**src/rtl/mci_pkg.sv**
```systemverilog
// Shared types for the MCI AXI subordinate arbiter: FSM states and the
// latched CIF request payload.
package mci_pkg;

  localparam int unsigned CIF_AW = 32;
  localparam int unsigned CIF_DW = 32;
  localparam int unsigned CIF_SW = CIF_DW / 8;
  localparam int unsigned CIF_UW = 32;
  localparam int unsigned CIF_IW = 8;

  typedef enum logic [1:0] {
    IDLE = 2'd0,
    REQ  = 2'd1,
    RESP = 2'd2
  } arb_state_e;

  typedef struct packed {
    logic              write;
    logic [CIF_AW-1:0] addr;
    logic [CIF_DW-1:0] wdata;
    logic [CIF_SW-1:0] wstrb;
    logic [CIF_UW-1:0] user;
    logic [CIF_IW-1:0] id;
  } cif_req_t;

endpackage

```
**src/rtl/mci_rr_arb2.sv**
```systemverilog
// Two-requester round-robin arbiter; the last-grant flag moves only when en
// is high and someone is granted. Requester 1 is treated as last granted
// out of reset, so requester 0 wins the first tie.
module mci_rr_arb2 (
  input  logic       clk,
  input  logic       rst_b,
  input  logic [1:0] req,
  input  logic       en,
  output logic [1:0] gnt_c
);

  logic last_q;
  logic last_d;

  always_comb begin
    gnt_c  = 2'b00;
    last_d = last_q;
    if (req[0] && (!req[1] || last_q)) begin
      gnt_c = 2'b01;
    end else if (req[1]) begin
      gnt_c = 2'b10;
    end
    if (en && (gnt_c != 2'b00)) begin
      last_d = gnt_c[1];
    end
  end

  always_ff @(posedge clk or negedge rst_b) begin
    if (!rst_b) begin
      last_q <= 1'b1;
    end else begin
      last_q <= last_d;
    end
  end

endmodule

```
**src/rtl/mci_axi_sub_arb.sv**
```systemverilog
// Round-robin merge of AXI write/read requests into a single-outstanding CIF
// request toward the MCI decoder, returning the result on the owner's channel.
module mci_axi_sub_arb
  import mci_pkg::*;
#(
  parameter int unsigned AW = CIF_AW,
  parameter int unsigned DW = CIF_DW,
  parameter int unsigned UW = CIF_UW,
  parameter int unsigned IW = CIF_IW
) (
  input  logic            clk,
  input  logic            rst_b,
  input  logic            wr_req_valid,
  output logic            wr_req_ready,
  input  logic [AW-1:0]   wr_addr,
  input  logic [DW-1:0]   wr_wdata,
  input  logic [DW/8-1:0] wr_wstrb,
  input  logic [UW-1:0]   wr_user,
  input  logic [IW-1:0]   wr_id,
  output logic            wr_resp_valid,
  input  logic            wr_resp_ready,
  output logic [IW-1:0]   wr_resp_id,
  output logic            wr_resp_err,
  input  logic            rd_req_valid,
  output logic            rd_req_ready,
  input  logic [AW-1:0]   rd_addr,
  input  logic [UW-1:0]   rd_user,
  input  logic [IW-1:0]   rd_id,
  output logic            rd_resp_valid,
  input  logic            rd_resp_ready,
  output logic [DW-1:0]   rd_rdata,
  output logic [IW-1:0]   rd_resp_id,
  output logic            rd_resp_err,
  output logic            cif_dv,
  output logic            cif_write,
  output logic [AW-1:0]   cif_addr,
  output logic [DW-1:0]   cif_wdata,
  output logic [DW/8-1:0] cif_wstrb,
  output logic [UW-1:0]   cif_user,
  output logic [IW-1:0]   cif_id,
  input  logic            cif_hold,
  input  logic [DW-1:0]   cif_rdata,
  input  logic            cif_error
);

  localparam int unsigned SW = DW / 8;

  arb_state_e    state_q, state_d;
  cif_req_t      req_q, req_d;
  logic          err_q, err_d;
  logic [DW-1:0] rdata_q, rdata_d;
  logic          dv_q, dv_d;
  logic          wr_rv_q, wr_rv_d;
  logic          rd_rv_q, rd_rv_d;
  logic [1:0]    gnt_c;
  logic          idle_c;

  assign idle_c = (state_q == IDLE);

  mci_rr_arb2 u_arb (
    .clk   (clk),
    .rst_b (rst_b),
    .req   ({rd_req_valid, wr_req_valid}),
    .en    (idle_c),
    .gnt_c (gnt_c)
  );

  assign wr_req_ready = idle_c & gnt_c[0];
  assign rd_req_ready = idle_c & gnt_c[1];

  // Next state, holding-register capture and registered handshake outputs.
  always_comb begin
    state_d = state_q;
    req_d   = req_q;
    err_d   = err_q;
    rdata_d = rdata_q;
    case (state_q)
      IDLE: begin
        if (gnt_c[0]) begin
          req_d.write = 1'b1;
          req_d.addr  = CIF_AW'(wr_addr);
          req_d.wdata = CIF_DW'(wr_wdata);
          req_d.wstrb = CIF_SW'(wr_wstrb);
          req_d.user  = CIF_UW'(wr_user);
          req_d.id    = CIF_IW'(wr_id);
          state_d     = REQ;
        end else if (gnt_c[1]) begin
          req_d.write = 1'b0;
          req_d.addr  = CIF_AW'(rd_addr);
          req_d.wdata = '0;
          req_d.wstrb = '0;
          req_d.user  = CIF_UW'(rd_user);
          req_d.id    = CIF_IW'(rd_id);
          state_d     = REQ;
        end
      end
      REQ: begin
        if (!cif_hold) begin
          err_d = cif_error;
          if (!req_q.write) begin
            rdata_d = cif_rdata;
          end
          state_d = RESP;
        end
      end
      RESP: begin
        if (req_q.write ? wr_resp_ready : rd_resp_ready) begin
          state_d = IDLE;
        end
      end
      default: state_d = IDLE;
    endcase
    dv_d    = (state_d == REQ);
    wr_rv_d = (state_d == RESP) &&  req_d.write;
    rd_rv_d = (state_d == RESP) && !req_d.write;
  end

  always_ff @(posedge clk or negedge rst_b) begin
    if (!rst_b) begin
      state_q <= IDLE;
      req_q   <= '0;
      err_q   <= 1'b0;
      rdata_q <= '0;
      dv_q    <= 1'b0;
      wr_rv_q <= 1'b0;
      rd_rv_q <= 1'b0;
    end else begin
      state_q <= state_d;
      req_q   <= req_d;
      err_q   <= err_d;
      rdata_q <= rdata_d;
      dv_q    <= dv_d;
      wr_rv_q <= wr_rv_d;
      rd_rv_q <= rd_rv_d;
    end
  end

  assign cif_dv        = dv_q;
  assign cif_write     = req_q.write;
  assign cif_addr      = AW'(req_q.addr);
  assign cif_wdata     = DW'(req_q.wdata);
  assign cif_wstrb     = SW'(req_q.wstrb);
  assign cif_user      = UW'(req_q.user);
  assign cif_id        = IW'(req_q.id);
  assign wr_resp_valid = wr_rv_q;
  assign wr_resp_id    = IW'(req_q.id);
  assign wr_resp_err   = err_q;
  assign rd_resp_valid = rd_rv_q;
  assign rd_rdata      = rdata_q;
  assign rd_resp_id    = IW'(req_q.id);
  assign rd_resp_err   = err_q;

  // Single-owner invariants.
  a_dv_in_req: assert property (@(posedge clk) disable iff (!rst_b)
    cif_dv |-> (state_q == REQ));
  a_cif_stable: assert property (@(posedge clk) disable iff (!rst_b)
    (cif_dv && cif_hold) |=> $stable({cif_dv, cif_write, cif_addr, cif_wdata,
                                      cif_wstrb, cif_user, cif_id}));
  a_resp_mutex: assert property (@(posedge clk) disable iff (!rst_b)
    !(wr_resp_valid && rd_resp_valid));
  a_ready_idle: assert property (@(posedge clk) disable iff (!rst_b)
    (wr_req_ready || rd_req_ready) |-> (state_q == IDLE));

endmodule

```
**config.mk**
```make
export PLATFORM = sky130hd
export DESIGN_NAME = mci_axi_sub_arb
export DESIGN_NICKNAME = d
export VERILOG_FILES = /design/src/rtl/mci_pkg.sv /design/src/rtl/mci_rr_arb2.sv /design/src/rtl/mci_axi_sub_arb.sv
export SDC_FILE = /design/constraint.sdc
export NUM_CORES = 1
export LEC_CHECK = 0
export CAP_MARGIN = 5
export CORE_AREA = 2 2 151 153
export CTS_CLUSTER_SIZE = 14
export DETAILED_ROUTE_END_ITERATION = 7
export DIE_AREA = 0 0 153 155
export PLACE_DENSITY_LB_ADDON = 0.3
export SLEW_MARGIN = 10
export SYNTH_ARGS = -nofsm -noshare
export SYNTH_HDL_FRONTEND = slang
export SYNTH_HIERARCHICAL = 1
export SYNTH_SLANG_ARGS = --single-unit
```
**constraint.sdc**
```tcl
create_clock -name clk -period 4 [get_ports clk]
set_input_delay 0.8 -clock clk [delete_from_list [all_inputs] [get_ports clk]]
set_output_delay 0.8 -clock clk [all_outputs]
set_load 0.05 [all_outputs]
```
**Word-level counts from Yosys, hierarchy flattened**

Index checks and enable logic that the tools add are counted.

- Word-level logic and storage cells: 44
- Output and inout port bits: 164
- Input port bits: 220
- Register bits: 148

- Reduce and logical (&&, ||, !) cells: 12
- Muxes and demuxes: 11
- Bitwise operators: 4
- Equality and inequality tests: 4

Operators by type and width:

| cell | count |
|---|---|
| $mux 109 | 3 |
| $mux 2 | 6 |
| $pmux 2 s3 | 1 |
| $eq 2x1->1 const B | 2 |
| $eq 2x2->1 const B | 2 |
| $logic_and 1x1->1 | 4 |
| $reduce_and 2->1 | 2 |
| $reduce_and 3->1 | 1 |
| $and 1x1->1 | 2 |
| $logic_not 1->1 | 2 |
| $logic_not 2->1 | 1 |
| $not 1->1 | 2 |
| $reduce_bool 2->1 | 1 |
| $logic_or 1x1->1 | 1 |
| $mux 1 | 1 |

**Logic depth before layout (Yosys ltp)**

- Depth in word-level cells: 9
- Depth in mapped cells: 7

**By module**

Netlist, hierarchy kept.

Modules (own cells, without submodules):

| module | instances | seq. area each (µm²) | area each (µm²) | cells each |
|---|---|---|---|---|
| mci_axi_sub_arb | 1 | 3678.5 | 6765.2 | 599 |
| mci_rr_arb2 | 1 | 26.3 | 56.3 | 6 |

**Worst setup path after synthesis**

OpenSTA, ideal clock, no wires.

- Kind: input to output
- From: in rd_req_valid
- To: out rd_req_ready
- Buffers on the path: 1
- Stages: 3
- Data required time: 3.200 ns
- Arrival time: 2.499 ns
- Setup slack: 0.701 ns
- Cells stage by stage: a21boi_0 -> buf_2 -> nor3b_1

- Longest elaborated chain between the ends: 5
- Elaborated cells between the ends (all ways): 6

RTL lines:

| item | RTL line | text |
|---|---|---|
| start, declared | mci_axi_sub_arb.sv:24 | `input logic rd_req_valid,` |
| $logic_not 1->1 | mci_rr_arb2.sv:18 | `if (req[0] && (!req[1] \|\| last_q)) begin` |
| $logic_or 1x1->1 | mci_rr_arb2.sv:18 |  |
| $logic_and 1x1->1 | mci_rr_arb2.sv:18 |  |
| $mux 2 (*) | mci_rr_arb2.sv:18 |  |
| $and 1x1->1 (*) | mci_axi_sub_arb.sv:69 | `assign rd_req_ready = idle_c & gnt_c[1];` |
| end, declared | mci_axi_sub_arb.sv:25 | `output logic rd_req_ready,` |

Mark *: on every way between the ends. The rest lies on a longest branch, timed or not.

**Final worst setup path**

- From: in rd_req_valid
- To: out rd_req_ready

- Longest elaborated chain between the ends: 5
- Elaborated cells between the ends (all ways): 6

RTL lines:

| item | RTL line | text |
|---|---|---|
| $logic_not 1->1 | mci_rr_arb2.sv:18 |  |
| $logic_or 1x1->1 | mci_rr_arb2.sv:18 |  |
| $logic_and 1x1->1 | mci_rr_arb2.sv:18 |  |
| $mux 2 (*) | mci_rr_arb2.sv:18 |  |
| net gnt_c[1] | mci_axi_sub_arb.sv:55 | `logic [1:0] gnt_c;` |
| $and 1x1->1 (*) | mci_axi_sub_arb.sv:69 |  |

Mark *: on every way through the listed nets, which the timed path passes. The rest lies on a longest branch.

==> reports/qor.yml <==
io_pins: 384
synth_edf_count: 0
maxSlewHeadroom_pct: 40.7
required_ns: 3.20
cts_buffers: 17
p_leak_nw: 4.46
syn-num-nets: 825
grt_usage_pct: 19.3
maxCapViolCount: 0
crit_fanout: 3
crit_arrival_ns: 2.13
rsz0062_at_grt: "no"
ys_types: 30
vias: 6287
diodes: 0
grt_max_degree: 110
yosysSeqAreaShare_pct: 54.3
drc: 0
fillers: 2016
drtPass1Iterations: 5
cts_max_path_buffers: 2
dieHeight_um: 155
fmaxAchievable_mhz: 341
cts_sinks: 148
numPortBuffers: 383
syn_to_final_growth_pct: 64.9
avgRoutedWirePerCell_um: 19.0
crit_path_end_kind: "output port"
final_util_pct: 50.6
htreeDepth: 4
hold_ws_ns: 0.448
fin_skew_ns: 0.00977
finalHoldViolations: 0
holdBufCountCts: 0
antenna_found_initial: 0
place_congestion: 0.792
slew_viol_final: 0
post-place-cells: 1207
synthFlopType: "dfrtp_1"
clk_latency_ns: 0.42
postCtsSetupRepairBufs: 0
final.setup.tns_ns: 0
cts_tree: "built"
synth_cells: 605
min_period_over_period_pct: 73.3
peakVddDrop_mv: 0.501
async_flop_share_pct: 100
die_w_um: 153
synthMostInstantiatedCell: "dfrtp_1"
clockRootBuffer: "clkbuf_16"
fin_crit_ns: 2.93
ys_ff_latch: 148
syn_area_sq_um: 6820
powerDensity_nw_per_um2: 1010
setup_viol: 0
totalWireLength_mm: 23.5
start_util_pct: 30.7
design.core.area_sq_um: 22200
cp-start-kind: "primary input"
crit_type: "in -> out"
hold_class: "in -> async"
via_per_inst: 5.07
fin_nets: 1161
yosysTopAreaCellShare_pct: 53.9
synth.largest_area_cell: "dfrtp_1"
post_cts_resized: 0
synth.area.top_cells: "dfrtp_1 (54%), a22oi_1 (7.9%), a31oi_1 (6.8%)"
fin_cells: 1239
rows: 55
status: "complete, no violations"
drt_first_iter_violations: 323
place_hpwl_mm: 16.1
synth_area_per_cell_sq_um: 11.3
drive_above_1_share_pct: 8.49
ys.warnings.count: 6
antenna_left: 0
totalPowerFinal_mw: 11.3
tightest_slew_ns: 0.890
grt_pass1_vias: 6125
netlist_top_cells_count: "dfrtp_1 (147), a31oi_1 (74), nor2b_1 (73)"
die_area_sq_um: 23700
clk_pin_slew_ns: 0.07
grt-ovfl-total: 0
grt_pass1_wl_mm: 35.9
## worst paths after layout
path                                               start                         to  slack (ns)  cells past startpoint
worst max-delay path                        rd_req_valid               rd_req_ready        1.07                      5
worst min-delay path                               rst_b    rd_rdata[9]$_DFFE_PN0P_        0.45                      1
worst max register to register  u_arb/last_q$_DFFE_PN1P_  cif_wdata[31]$_DFFE_PN0P_        1.63                      6
worst min register to register  rd_rdata[15]$_DFFE_PN0P_   rd_rdata[15]$_DFFE_PN0P_        0.49                      1
max in group asynchronous                          rst_b   cif_wstrb[3]$_DFFE_PN0P_        2.66                      2
min in group clk                rd_rdata[15]$_DFFE_PN0P_   rd_rdata[15]$_DFFE_PN0P_        0.49                      1
## sequential cells by signal (all words and copies together) (netlist names)
register       count
cif_addr          32
cif_user          32
cif_wdata         32
rd_rdata          32
cif_id             8
cif_wstrb          4
state_q            2
cif_dv             1
cif_write          1
rd_resp_err        1
rd_resp_valid      1
u_arb/last_q       1
wr_resp_valid      1
## per-layer routing
metal,share of wire (%),routed length (um),vias to the layer above,track usage (%)
met5,0,0,-,0
met1,42,9930,3098,24.5
met3,6.5,1540,21,5.43
met4,1.4,333,0,5.38
li1,-,-,2916,-
met2,50,11700,252,32.4
## stage by stage
stage | worst slack, ns | instance area, sq um
3_3_place_gp | 0.897 | 10700
2_1_floorplan | 0.701 | 6820
3_5_place_dp | 0.842 | 10700
4_1_cts | 1.05 | 11300
5_1_grt | 0.976 | 11300
6_report | 1.07 | 11300
## worst max-delay path, cell delays in order
cell and delay, ns:
clkdlybuf4s50_1 0.56, a21boi_4 0.22, nor3b_1 0.22, buf_4 0.18, buf_12 0.14
## area by class of cell
type | instances | area [sq um] | area share (%)
clock buffers | 18 | 429 | 3.81
clock inverters | 14 | 139 | 1.23
inverters | 5 | 18.8 | 0.167
multi-input cells | 375 | 2640 | 23.5
flip-flops and latches | 148 | 3700 | 32.9
well taps | 285 | 357 | 3.17
repair buffers | 394 | 3960 | 35.2
## kinds of logic after synthesis
group                  share of synthesized area [%]
multiplexers                                    5.59
AO/OA/AOI/OAI                                   25.1
buffers and inverters                           7.39
flip-flops                                      54.3
AND/OR/NAND/NOR                                 7.56
## cells in the final DEF (no fill, tap or decap), drive strengths merged, types with 2 or more instances in the layout
| master | Yosys | final |
|---|---|---|
| clkdlybuf4s50 | 0 | 380 |
| dfrtp | 147 | 147 |
| a31oi | 74 | 74 |
| nor2b | 73 | 73 |
| o21ai | 73 | 73 |
| a22oi | 72 | 72 |
| a22o | 36 | 36 |
| mux2 | 33 | 33 |
| clkbuf | 24 | 18 |
| buf | 53 | 14 |
| inv | 5 | 12 |
| clkinv | 0 | 4 |
| clkinvlp | 0 | 3 |
| nor3b | 3 | 3 |
| nand2 | 2 | 2 |
| a21boi | 2 | 2 |
## power breakdown
group / switching [mW] / internal [mW]
clock network: 0.721 / 0.826
registers: 0.510 / 2.25
logic: 4.53 / 2.51
total: 5.76 / 5.58
Power figures use the tool's default switching activity.
